[config.mk]
export PLATFORM = sky130hd
export DESIGN_NAME = dmem_ctrl
export DESIGN_NICKNAME = d
export VERILOG_FILES = /design/src/rtl/dmem_ctrl.sv
export SDC_FILE = /design/constraint.sdc
export NUM_CORES = 1
export LEC_CHECK = 0
export ABC_AREA = 0
export BUFFER_PORTS_ARGS = -buffer_cell sky130_fd_sc_hd__buf_2
export CAP_MARGIN = 20
export CORE_MARGIN = 5
export CORE_UTILIZATION = 38
export DETAILED_ROUTE_END_ITERATION = 12
export PLACE_DENSITY = 0.71
export SLEW_MARGIN = 20
export SYNTH_ARGS = -nofsm -noshare
export SYNTH_HDL_FRONTEND = slang
export SYNTH_SLANG_ARGS = --single-unit
[constraint.sdc]
create_clock -name clk -period 4.6 [get_ports clk]
set_input_delay 0 -clock clk [delete_from_list [all_inputs] [get_ports clk]]
set_output_delay 0 -clock clk [all_outputs]
set_load 0.02 [all_outputs]
[src/rtl/dmem_ctrl.sv]
// dmem_ctrl: data-memory controller behind the pipeline's Memory stage.
// Turns load/store requests into valid/ready bus transactions, holds the
// pipeline with stall until each access finishes, masks disabled byte
// lanes out of load data and abandons accesses that exceed a cycle budget.
module dmem_ctrl #(
    parameter int ADDR_W  = 32,
    parameter int DATA_W  = 32,
    parameter int TIMEOUT = 16
) (
    input  logic              clk,
    input  logic              reset,
    input  logic              mem_read,
    input  logic              mem_write,
    input  logic [ADDR_W-1:0] addr,
    input  logic [DATA_W-1:0] wdata,
    input  logic [3:0]        byte_en,
    output logic [DATA_W-1:0] rdata,
    output logic              stall,
    output logic              err,
    output logic              bus_valid,
    input  logic              bus_ready,
    output logic              bus_we,
    output logic [ADDR_W-1:0] bus_addr,
    output logic [DATA_W-1:0] bus_wdata,
    output logic [3:0]        bus_be,
    input  logic              bus_rvalid,
    input  logic [DATA_W-1:0] bus_rdata
);

    localparam int LANE_W = DATA_W / 4;
    localparam int CNT_W  = $clog2(TIMEOUT);
    localparam logic [CNT_W-1:0] CNT_TERM = CNT_W'(TIMEOUT - 1);

    typedef enum logic [1:0] {
        S_IDLE,
        S_ADDR,
        S_WAIT,
        S_DONE
    } state_t;

    state_t              r_state;
    state_t              w_nextState;
    logic [CNT_W-1:0]    r_count;
    logic                r_busValid;
    logic                r_busWe;
    logic [ADDR_W-1:0]   r_busAddr;
    logic [DATA_W-1:0]   r_busWdata;
    logic [3:0]          r_busBe;
    logic [DATA_W-1:0]   r_rdata;
    logic                r_err;

    logic                w_req;
    logic                w_terminal;
    logic                w_start;
    logic                w_zeroBe;
    logic                w_accept;
    logic                w_capture;
    logic                w_timeout;
    logic [DATA_W-1:0]   w_maskedRdata;
    logic                w_unusedAddrBits;

    // The bus address is always word aligned, so the low address bits only
    // matter to the byte enables the stage already computed.
    assign w_unusedAddrBits = ^addr[1:0];

    assign w_req      = mem_read | mem_write;
    assign w_terminal = (r_count == CNT_TERM);

    // Hold the pipeline for every cycle of a pending access except the
    // single completion cycle, which lets the instruction move on.
    assign stall = w_req && (r_state != S_DONE);

    assign rdata     = r_rdata;
    assign err       = r_err;
    assign bus_valid = r_busValid;
    assign bus_we    = r_busWe;
    assign bus_addr  = r_busAddr;
    assign bus_wdata = r_busWdata;
    assign bus_be    = r_busBe;

    // State register.
    always_ff @(posedge clk) begin
        if (!reset) begin
            r_state <= S_IDLE;
        end else begin
            r_state <= w_nextState;
        end
    end

    // Next-state logic plus the one-cycle events the datapath acts on;
    // a progress event always beats the terminal count in the same cycle.
    always_comb begin
        w_nextState = r_state;
        w_start     = 1'b0;
        w_zeroBe    = 1'b0;
        w_accept    = 1'b0;
        w_capture   = 1'b0;
        w_timeout   = 1'b0;
        case (r_state)
            S_IDLE: begin
                if (w_req) begin
                    if (byte_en != 4'b0000) begin
                        w_start     = 1'b1;
                        w_nextState = S_ADDR;
                    end else begin
                        w_zeroBe    = 1'b1;
                        w_nextState = S_DONE;
                    end
                end
            end
            S_ADDR: begin
                if (bus_ready) begin
                    w_accept    = 1'b1;
                    w_nextState = r_busWe ? S_DONE : S_WAIT;
                end else if (w_terminal) begin
                    w_timeout   = 1'b1;
                    w_nextState = S_DONE;
                end
            end
            S_WAIT: begin
                if (bus_rvalid) begin
                    w_capture   = 1'b1;
                    w_nextState = S_DONE;
                end else if (w_terminal) begin
                    w_timeout   = 1'b1;
                    w_nextState = S_DONE;
                end
            end
            S_DONE: begin
                w_nextState = S_IDLE;
            end
            default: begin
                w_nextState = S_IDLE;
            end
        endcase
    end

    // Zero every byte lane of returned data whose enable was not set.
    always_comb begin
        w_maskedRdata = '0;
        for (int i = 0; i < 4; i++) begin
            w_maskedRdata[i*LANE_W +: LANE_W] =
                bus_rdata[i*LANE_W +: LANE_W] & {LANE_W{r_busBe[i]}};
        end
    end

    // Bus request fields: latched once when an access starts so they stay
    // stable under backpressure; valid drops after acceptance or timeout.
    always_ff @(posedge clk) begin
        if (!reset) begin
            r_busValid <= 1'b0;
            r_busWe    <= 1'b0;
            r_busAddr  <= '0;
            r_busWdata <= '0;
            r_busBe    <= 4'b0000;
        end else if (w_start) begin
            r_busValid <= 1'b1;
            r_busWe    <= mem_write;
            r_busAddr  <= {addr[ADDR_W-1:2], 2'b00};
            r_busWdata <= wdata;
            r_busBe    <= byte_en;
        end else if (w_accept || w_timeout) begin
            r_busValid <= 1'b0;
        end
    end

    // Timeout counter: cleared at access start, counts every ADDR/WAIT cycle.
    always_ff @(posedge clk) begin
        if (!reset) begin
            r_count <= '0;
        end else if (w_start) begin
            r_count <= '0;
        end else if ((r_state == S_ADDR) || (r_state == S_WAIT)) begin
            r_count <= r_count + CNT_W'(1);
        end
    end

    // Load data and error pulse: captured data is held until the next load
    // completes; aborted or lane-less accesses return zero.
    always_ff @(posedge clk) begin
        if (!reset) begin
            r_rdata <= '0;
            r_err   <= 1'b0;
        end else begin
            r_err <= w_timeout;
            if (w_capture) begin
                r_rdata <= w_maskedRdata;
            end else if (w_timeout || w_zeroBe) begin
                r_rdata <= '0;
            end
        end
    end

endmodule

==> results of run 1 <==
-- layout make-up --
type / instances / area, sq um
fill: 836 / 4060
tap: 136 / 170
multi-input combinational: 279 / 1550
timing repair buffer: 308 / 2050
clock inverter: 4 / 50.0
sequential: 107 / 2140
clock buffer: 11 / 151
inverter: 3 / 11.3
-- where the power goes --
part | internal, uW | total [uW] | switching [uW] | leakage (uW)
registers | 1090 | 1180 | 93.9 | 0.000875
clock network | 278 | 582 | 305 | 0.0000974
logic | 376 | 1080 | 704 | 0.00193
-- layout by cell type (no fill, tap or decap), types with 2 or more instances in the layout --
cell type and n:
and3_1 5, dfxtp_1 107, nor2_1 12, xor2_1 2, nand2_2 10, buf_4 2
a21oi_1 55, and2_1 2, inv_1 2, a22o_1 32, clkinvlp_4 2, dlygate4sd3_1 101
nand2b_1 3, nand4_1 2, ha_1 5, buf_2 205, conb_1 2, clkbuf_8 11
a22oi_1 4, o21a_1 2, nand2_1 119, a21oi_2 11
-- per-layer routing --
metal	wire length, um	part of all wire	global-route usage	vias up
met5	0	0	0	-
met4	352	0.028	0.0884	0
met3	870	0.069	0.0527	29
met2	6580	0.52	0.358	167
met1	4900	0.39	0.209	1838
li1	-	-	-	1986
-- metrics by stage --
stage,utilization,std cells
finish,0.601,848
global route,0.601,848
CTS,0.601,848
detailed placement,0.482,732
global placement,0.482,732
floorplan,-,419
-- worst paths after layout --
| kind | startpoint | to | slack [ns] | depth (start not counted) |
|---|---|---|---|---|
| worst max-delay path | r_state[0]$_SDFFE_PN0P_ | r_count[2]$_SDFFE_PP0P_ | 2.43 | 6 |
| worst min-delay path | mem_read | r_state[1]$_SDFFE_PN0P_ | 0.1 | 4 |
| worst max register to register | r_state[0]$_SDFFE_PN0P_ | r_count[2]$_SDFFE_PP0P_ | 2.43 | 6 |
| worst min register to register | bus_wdata[29]$_SDFFE_PN0P_ | bus_wdata[29]$_SDFFE_PN0P_ | 0.46 | 2 |
-- cells by family after synthesis --
logic type               after synthesis
AND/OR/NAND/NOR                      160
multiplexers                           1
AO/OA/AOI/OAI                        108
XOR/XNOR                               3
buffers and inverters                 33
adder cells (fa/ha/maj)                5
other                                  1
flip-flops                           107
-- sequential cells by signal, indices dropped and copies added (netlist names) --
name	count
err	1
bus_be	4
bus_we	1
bus_valid	1
bus_wdata	32
r_state	2
bus_addr	30
r_count	4
rdata	32
-- repair_timing --
item,CTS,global route
hold buffers,101,0
setup endpoints to repair,0,0
endpoints found under the hold margin,104,0
-- worst max-delay path: stages (launching register included) --
cell     delay (ns)
dfxtp_1        0.42
inv_1          0.11
ha_1           0.27
o21a_1         0.25
nand2_4        0.63
nand2_1        0.24
nor2_1         0.17
==> results.ini, run 1 <==
[place]
portBuffers = 205
dp.final_hpwl_um = 7660
postPlaceCellArea_sq_um = 4910
preCtsSetupSlack_ns = 2.11
place.gp.congestion = 0.814

[clock_tree]
cts_setup_buffers = 0
insertion_delay_ns = 0.36
numCtsBuffers = 9
cts_buffer_depth = 2
cts_htree_levels = 3
post_cts_resized = 0
cts_root_buffer = clkbuf_8
cts_tree = done
cts.reportedPaths.clkPinSlew_ns = 0.09
cts_sinks = 107

[timing]
skew_ns = 0.00954
tns_ns = 0
tightest_slew_ns = 0.823
fin_crit_sh = 0.472
rsz0062_at_grt = false
fin_crit_ns = 2.17
drv_slew = 0
hold_viol = 0
maxSlewHeadroom = 0.451
fmax_mhz = 461
holdWs_ns = 0.0963
layout_setup_ws_ns = 2.43
finalSetupViolations = 0

[synthesis]
synth_top_cell_by_area = dfxtp_1
synth_compound_area_frac = 0.187
synth-main-ff-cell = dfxtp_1
yosys_warnings = 0
ys_ff_latch = 107
synth-async-reset-ratio = 0
yosys.area_share.simple = 0.181
ys_top_cells_by_area = dfxtp_1, nand2_1, a22o_1, a21oi_1, buf_6
syn_area_sq_um = 3910
synth_top_family_by_area = compound AO/OA/AOI/OAI gates
yosysTopAreaCellShare = 0.548
synth_most_common_cell = nand2_1
synth-edff-count = 0
syn_inst = 418
synth.distinct_cells = 35
seq_area_frac_synth = 0.548
synth_xor_area_frac = 0.00672
synthAdderAreaFrac = 0.0160
synth_common_cells = nand2_1, dfxtp_1, a21oi_1
muxShareOfSynthArea = 0.00256
syn_area_per_cell_sq_um = 9.35

[final_layout]
syn_to_final_growth_pct = 56.6
nNetsFinal = 819
drive_above_1_share = 0.350
n_antenna_cell = 0
design_area_sq_um = 6120

[setup_path]
start_kind = flop
path_class = flop to flop
crit_path_end_kind = flop
crit_fanout = 69
cp_data_required_time_ns = 4.90
arrival_ns = 2.46

[floorplan]
die_h_um = 111
rows = 37
die_x_um = 111
die_area_sq_um = 12400
start_util = 0.384
io_pins = 210
core-area_sq_um = 10200

[route]
ant_nets = 0
via_per_inst = 4.74
num_vias = 4020
firstDrtPassIters = 4
drtIter0Drc = 247
wl_um = 12700
wire_per_inst_um = 15.0
drcViolationCount = 0

[power]
ir_worst_vdd_uv = 321
power_uw = 2840
power.leakage_uw = 0.00290
p_per_area_nw_per_um2 = 465

[run_status]
outcome = finished clean

[grt]
grt_max_degree = 71
grt_pass1_wl_um = 20000
grt_pass1_vias = 4045
antenna_found_initial = 0
grt_overflow_total = 0
track_usage = 0.196

[worst_hold_path]
min-delay-path-class = primary input to flop

[run]
cap_violations = 0

No activity file was read; power rests on OpenSTA's default activity.
==> inputs of run 2 (changes only) <==
PLACE_DENSITY = 0.73   (was 0.71)
clock period = 1.8 ns   (was 4.6 ns; I/O delays follow)
==> run 2 against run 1 <==
- die area unchanged
- non-clock buffer count up 11
- clock skew up 0.0032 ns
- core utilization up 1.9 points
- register-to-register slack got worse by 2.3 ns
- global-route usage is 0.60 points higher
- hold slack better by 0.0031 ns
- first-iteration DRC count shrank 3.2%
- clock-buffer cell count grew 2
- combinational power rose to 2.9 times the previous value
- total power increased to 2.7 times the previous value
==> results.ini, run 2 (synthesis results as in run 1) <==
[run_status]
outcome = finished clean  ; unchanged

[setup_path]
slowest_stage = or4_4  ; was nand2_4
cpPeakStageDelay_ns = 0.59  ; was 0.63 ns
cp-endpoint = rdata[24]$_SDFFE_PN0P_  ; was r_count[2]$_SDFFE_PP0P_
cp_data_required_time_ns = 2.06  ; was 4.90 ns
crit_fanout = 16  ; was 69
crit_path_end_kind = flop  ; unchanged
regToRegStartpoint = r_state[0]$_SDFFE_PN0P_  ; unchanged
path_buf_inv = 4  ; was 1
path_class = primary input to flop  ; was flop to flop
reg2reg_slack_ns = 0.09  ; was 2.43 ns
critPathTopFamily = buffers and inverters  ; was simple AND/OR/NAND/NOR gates
worst-path-stages = 8  ; was 6
cp-startpoint = byte_en[0]  ; was r_state[0]$_SDFFE_PN0P_
r2r_cells = 8  ; was 6
start_kind = primary input  ; was flop
cp_cell_sequence = dlygate4sd3_1 -> buf_2 -> or4_4 -> nor2b_4 -> nor4_4 -> buf_4 -> clkbuf_16 -> a22o_1  ; was inv_1 -> ha_1 -> o21a_1 -> nand2_4 -> nand2_1 -> nor2_1
arrival_ns = 2.04  ; was 2.46 ns
timing.rr.end = rdata[24]$_SDFFE_PN0P_  ; was r_count[2]$_SDFFE_PP0P_

[grt]
grt_overflow_total = 0  ; unchanged
grt_max_degree = 71  ; unchanged
antenna_found_initial = 0  ; unchanged
grt_pass1_vias = 4190  ; was 4045
grt_pass1_wl_um = 20700  ; was 20000 um
track_usage = 0.202  ; was 0.196

[route]
ant_nets = 0  ; unchanged
num_vias = 4167  ; was 4020
drcViolationCount = 0  ; unchanged
drtIter0Drc = 239  ; was 247
firstDrtPassIters = 4  ; unchanged
wl_um = 13200  ; was 12700 um
via_per_inst = 4.85  ; was 4.74
wire_per_inst_um = 15.3  ; was 15.0 um

[final_layout]
n_antenna_cell = 0  ; unchanged
final_common_cell = buf_2  ; unchanged
syn_to_final_growth_pct = 61.6  ; was 56.6%
nNetsFinal = 830  ; was 819
final_cell_mix = buf_2, nand2_1, dfxtp_1, dlygate4sd3_1, a21oi_1  ; unchanged
drive_above_1_share = 0.366  ; was 0.350
design_area_sq_um = 6320  ; was 6120 sq um

[timing]
fin_crit_ns = 1.78
rsz0062_at_grt = true  ; was false
finalSetupViolations = 0  ; unchanged
fmax_mhz = 562
holdWs_ns = 0.0994  ; was 0.0963 ns
tns_ns = 0  ; unchanged
tightest_slew_ns = 0.807  ; was 0.823 ns
skew_ns = 0.0127  ; was 0.00954 ns
fin_crit_sh = 0.989
maxSlewHeadroom = 0.462  ; was 0.451
drv_slew = 0  ; unchanged
hold_viol = 0  ; unchanged

[floorplan]
rows = 37  ; unchanged
die_area_sq_um = 12400  ; unchanged
die_x_um = 111  ; unchanged
die_h_um = 111  ; unchanged
core-area_sq_um = 10200  ; unchanged
io_pins = 210  ; unchanged
start_util = 0.384  ; unchanged

[clock_tree]
insertion_delay_ns = 0.36  ; about the same
cts_tree = done  ; unchanged
numCtsBuffers = 9  ; unchanged
cts.reportedPaths.clkPinSlew_ns = 0.10  ; was 0.09 ns
cts_sinks = 107  ; unchanged
cts_root_buffer = clkbuf_8  ; unchanged
cts_buffer_depth = 2  ; unchanged
cts_htree_levels = 3  ; unchanged

[worst_hold_path]
min-delay-path-class = primary input to flop  ; unchanged

[power]
ir_worst_vdd_uv = 642  ; was 321 uV
power.leakage_uw = 0.00300  ; was 0.00290 uW
p_per_area_nw_per_um2 = 1220  ; was 465 nW/um^2
power_uw = 7730  ; was 2840 uW

[place]
place.gp.congestion = 0.816  ; was 0.814
dp.final_hpwl_um = 7690  ; was 7660 um
portBuffers = 205  ; unchanged
postPlaceCellArea_sq_um = 5020  ; was 4910 sq um

[run]
cap_violations = 0  ; unchanged

run 2: final cells by class:
class,count,area (sq um)
Multi-Input combinational cell,279,1560
Sequential cell,107,2140
Clock buffer,13,169
Inverter,3,11.3
Fill cell,817,3870
Clock inverter,3,45.0
Timing Repair Buffer,319,2220
Tap cell,136,170
run 2: per-layer routing:
layer / GRT usage / vias up / part of all wire
met5: 0 / - / 0
met4: 0.0892 / 0 / 0.029
met2: 0.366 / 186 / 0.52
met1: 0.220 / 1940 / 0.38
met3: 0.0533 / 32 / 0.070
li1: - / 2009 / -
run 2: power breakdown:
group	total, uW	switching (uW)	internal (uW)
Sequential	3010	220	2790
Combinational	3180	1890	1280
Clock	1550	789	759
run 2: per-stage QoR:
stage / instances / setup WS [ns] / utilization
CTS: 857 / 0.0758 / 0.613
detailed placement: 740 / 0.113 / 0.493
finish: 860 / 0.0206 / 0.620
global placement: 740 / 0.184 / 0.493
global route: 860 / -0.0168 / 0.620
floorplan: 419 / 0.0788 / -
run 2: what timing repair did:
action                                 CTS  global route
setup buffers                            0             1
hold buffers                           101             0
gates resized for setup                  0             5
setup endpoints to repair                0            38
endpoints found under the hold margin  101             0
run 2: worst min-delay path by stage:
stage / from / end / slack, ns / cells after the start
floorplan: reset / err$_SDFF_PN0_ / 0.12 / 1
global route: mem_read / r_state[0]$_SDFFE_PN0P_ / 0.11 / 3
finish: mem_read / r_state[1]$_SDFFE_PN0P_ / 0.1 / 4
CTS: mem_read / r_state[0]$_SDFFE_PN0P_ / 0.07 / 3
detailed placement: bus_rdata[11] / rdata[11]$_SDFFE_PN0P_ / 0.22 / 2
global placement: bus_rdata[20] / rdata[20]$_SDFFE_PN0P_ / 0.21 / 2
run 2: worst register-to-register path: cells and delay by family, from the launching register on:
family | cells | cell delay (ns)
AO/OA/AOI/OAI | 2 | 0.46
adder cells (fa/ha/maj) | 1 | 0.21
flip-flops | 1 | 0.34
buffers and inverters | 3 | 0.46
AND/OR/NAND/NOR | 2 | 0.15
==> inputs of run 3 (changes only) <==
PLACE_DENSITY = 0.71   (was 0.73)
clock period = 2.1 ns   (was 1.8 ns; I/O delays follow)
==> run 3 against run 2 <==
- first-iteration DRC count rose by 21%
- clock-buffer cell count fell by 2
- setup slack improved by 0.14 ns
- sequential power fell by 15%
- cell count rose by 0.58%
- largest cell class unchanged
- highest routed layer unchanged
==> results.ini, run 3 (synthesis results as in run 1) <==
[setup_path]
arrival_ns = 2.25  ; was 2.04 ns
cp_data_required_time_ns = 2.41  ; was 2.06 ns
crit_fanout = 12  ; was 16
crit_path_end_kind = flop  ; unchanged
start_kind = flop  ; was primary input
path_class = flop to flop  ; was primary input to flop

[final_layout]
fillCellCount = 834  ; was 817
nNetsFinal = 835  ; was 830
drive_above_1_share = 0.364  ; was 0.366
design_area_sq_um = 6290  ; was 6320 sq um
n_antenna_cell = 0  ; unchanged
final_cell_mix = buf_2, nand2_1, dfxtp_1, dlygate4sd3_1, a21oi_1  ; unchanged
multiInputGateArea_sq_um = 1570  ; was 1560 sq um
instances_no_fill = 865  ; was 860
final_common_cell = buf_2  ; unchanged
regArea_sq_um = 2140  ; about the same
syn_to_final_growth_pct = 61.0  ; was 61.6%

[clock_tree]
cts_buffer_depth = 2  ; unchanged
cts_tree = done  ; unchanged
numCtsBuffers = 9  ; unchanged
cts_htree_levels = 3  ; unchanged
cts.reportedPaths.clkPinSlew_ns = 0.10  ; about the same
cts_root_buffer = clkbuf_8  ; unchanged
insertion_delay_ns = 0.36  ; about the same
cts_sinks = 107  ; unchanged

[floorplan]
rows = 37  ; unchanged
die_area_sq_um = 12400  ; unchanged
start_util = 0.384  ; unchanged
core-area_sq_um = 10200  ; unchanged
io_pins = 210  ; unchanged
die_x_um = 111  ; unchanged
die_h_um = 111  ; unchanged

[route]
drcViolationCount = 0  ; unchanged
ant_nets = 0  ; unchanged
drtIter0Drc = 289  ; was 239
wl_um = 13300  ; was 13200 um
wire_per_inst_um = 15.4  ; was 15.3 um
via_per_inst = 4.88  ; was 4.85
firstDrtPassIters = 4  ; unchanged
num_vias = 4221  ; was 4167

[power]
p_per_area_nw_per_um2 = 1040  ; was 1220 nW/um^2
power_uw = 6520  ; was 7730 uW
power.leakage_uw = 0.00300  ; about the same
ir_worst_vdd_uv = 525  ; was 642 uV

[timing]
maxSlewHeadroom = 0.478  ; was 0.462
hold_viol = 0  ; unchanged
fin_crit_sh = 0.923
finalSetupViolations = 0  ; unchanged
holdWs_ns = 0.0975  ; was 0.0994 ns
fmax_mhz = 516
drv_slew = 0  ; unchanged
rsz0062_at_grt = false  ; was true
tightest_slew_ns = 0.784  ; was 0.807 ns
fin_crit_ns = 1.94
skew_ns = 0.0103  ; was 0.0127 ns

[grt]
track_usage = 0.215  ; was 0.202
grt_overflow_total = 0  ; unchanged
grt_max_degree = 71  ; unchanged
grt_pass1_wl_um = 21900  ; was 20700 um
antenna_found_initial = 0  ; unchanged
grt_pass1_vias = 4431  ; was 4190

[worst_hold_path]
min-delay-path-class = primary input to flop  ; unchanged

[place]
portBuffers = 205  ; unchanged
place.gp.congestion = 0.849  ; was 0.816
dp.final_hpwl_um = 8100  ; was 7690 um
dpl.cell_count = 746  ; was 740
postPlaceCellArea_sq_um = 5050  ; was 5020 sq um

[run]
cap_violations = 0  ; unchanged

[run_status]
outcome = finished clean  ; unchanged

-- run 3: changes by cell type in the layout (fill, tap and decap cells not counted), moves of 2 or more --
cell,delta
buf_4,+7
inv_1,+2
clkbuf_16,-2
dfxtp_1,+2
inv_2,-2
dfxtp_2,-2
clkbuf_8,-2
-- run 3: final timing paths --
kind	to	slack (ns)	startpoint	cells past startpoint
worst max register to register	rdata[17]$_SDFFE_PN0P_	0.16	r_state[0]$_SDFFE_PN0P_	6
worst min register to register	bus_wdata[18]$_SDFFE_PN0P_	0.46	bus_wdata[18]$_SDFFE_PN0P_	2
worst min-delay path	r_state[1]$_SDFFE_PN0P_	0.1	mem_read	4
worst max-delay path	rdata[17]$_SDFFE_PN0P_	0.16	r_state[0]$_SDFFE_PN0P_	6
-- run 3: power by group --
group,internal [uW],switching (uW),total [uW]
clock,589,687,1280
combinational,1050,1630,2680
sequential,2380,180,2560
-- run 3: final cells by class --
| class | count | area share |
|---|---|---|
| Inverter | 3 | 0.00179 |
| Clock buffer | 11 | 0.0225 |
| Sequential cell | 107 | 0.340 |
| Multi-Input combinational cell | 280 | 0.249 |
| Tap cell | 136 | 0.0270 |
| Timing Repair Buffer | 323 | 0.350 |
| Clock inverter | 5 | 0.00954 |
-- run 3: timing repair --
action	4_1_cts	5_1_grt
hold buffers	101	0
hold endpoints to repair	105	0
gates cloned	1	0
setup endpoints to repair	32	40
setup buffers	1	0
resized for setup	1	1
pin swaps	1	0
-- run 3: per-layer routing --
layer / global-route usage / share of wire / vias up
met5: 0 / 0 / -
met4: 0.117 / 0.043 / 0
met3: 0.0674 / 0.071 / 53
met2: 0.378 / 0.50 / 197
met1: 0.228 / 0.38 / 1949
li1: - / - / 2022
-- run 3: metrics by stage --
stage          utilization  setup WS, ns  TNS [ns]
6_report             0.618         0.162         0
3_3_place_gp         0.496        -0.227     -3.21
5_1_grt              0.618        0.0289         0
4_1_cts              0.618         0.132         0
2_1_floorplan            -         0.379         0
3_5_place_dp         0.496        -0.298     -4.86
-- run 3: critical path, cell delays in order, from the launching register on --
cell and delay [ns]:
dfxtp_1 0.34, inv_1 0.08, ha_1 0.32, nand4_1 0.11, a21oi_2 0.10, nor4_4 0.68, a22o_1 0.26
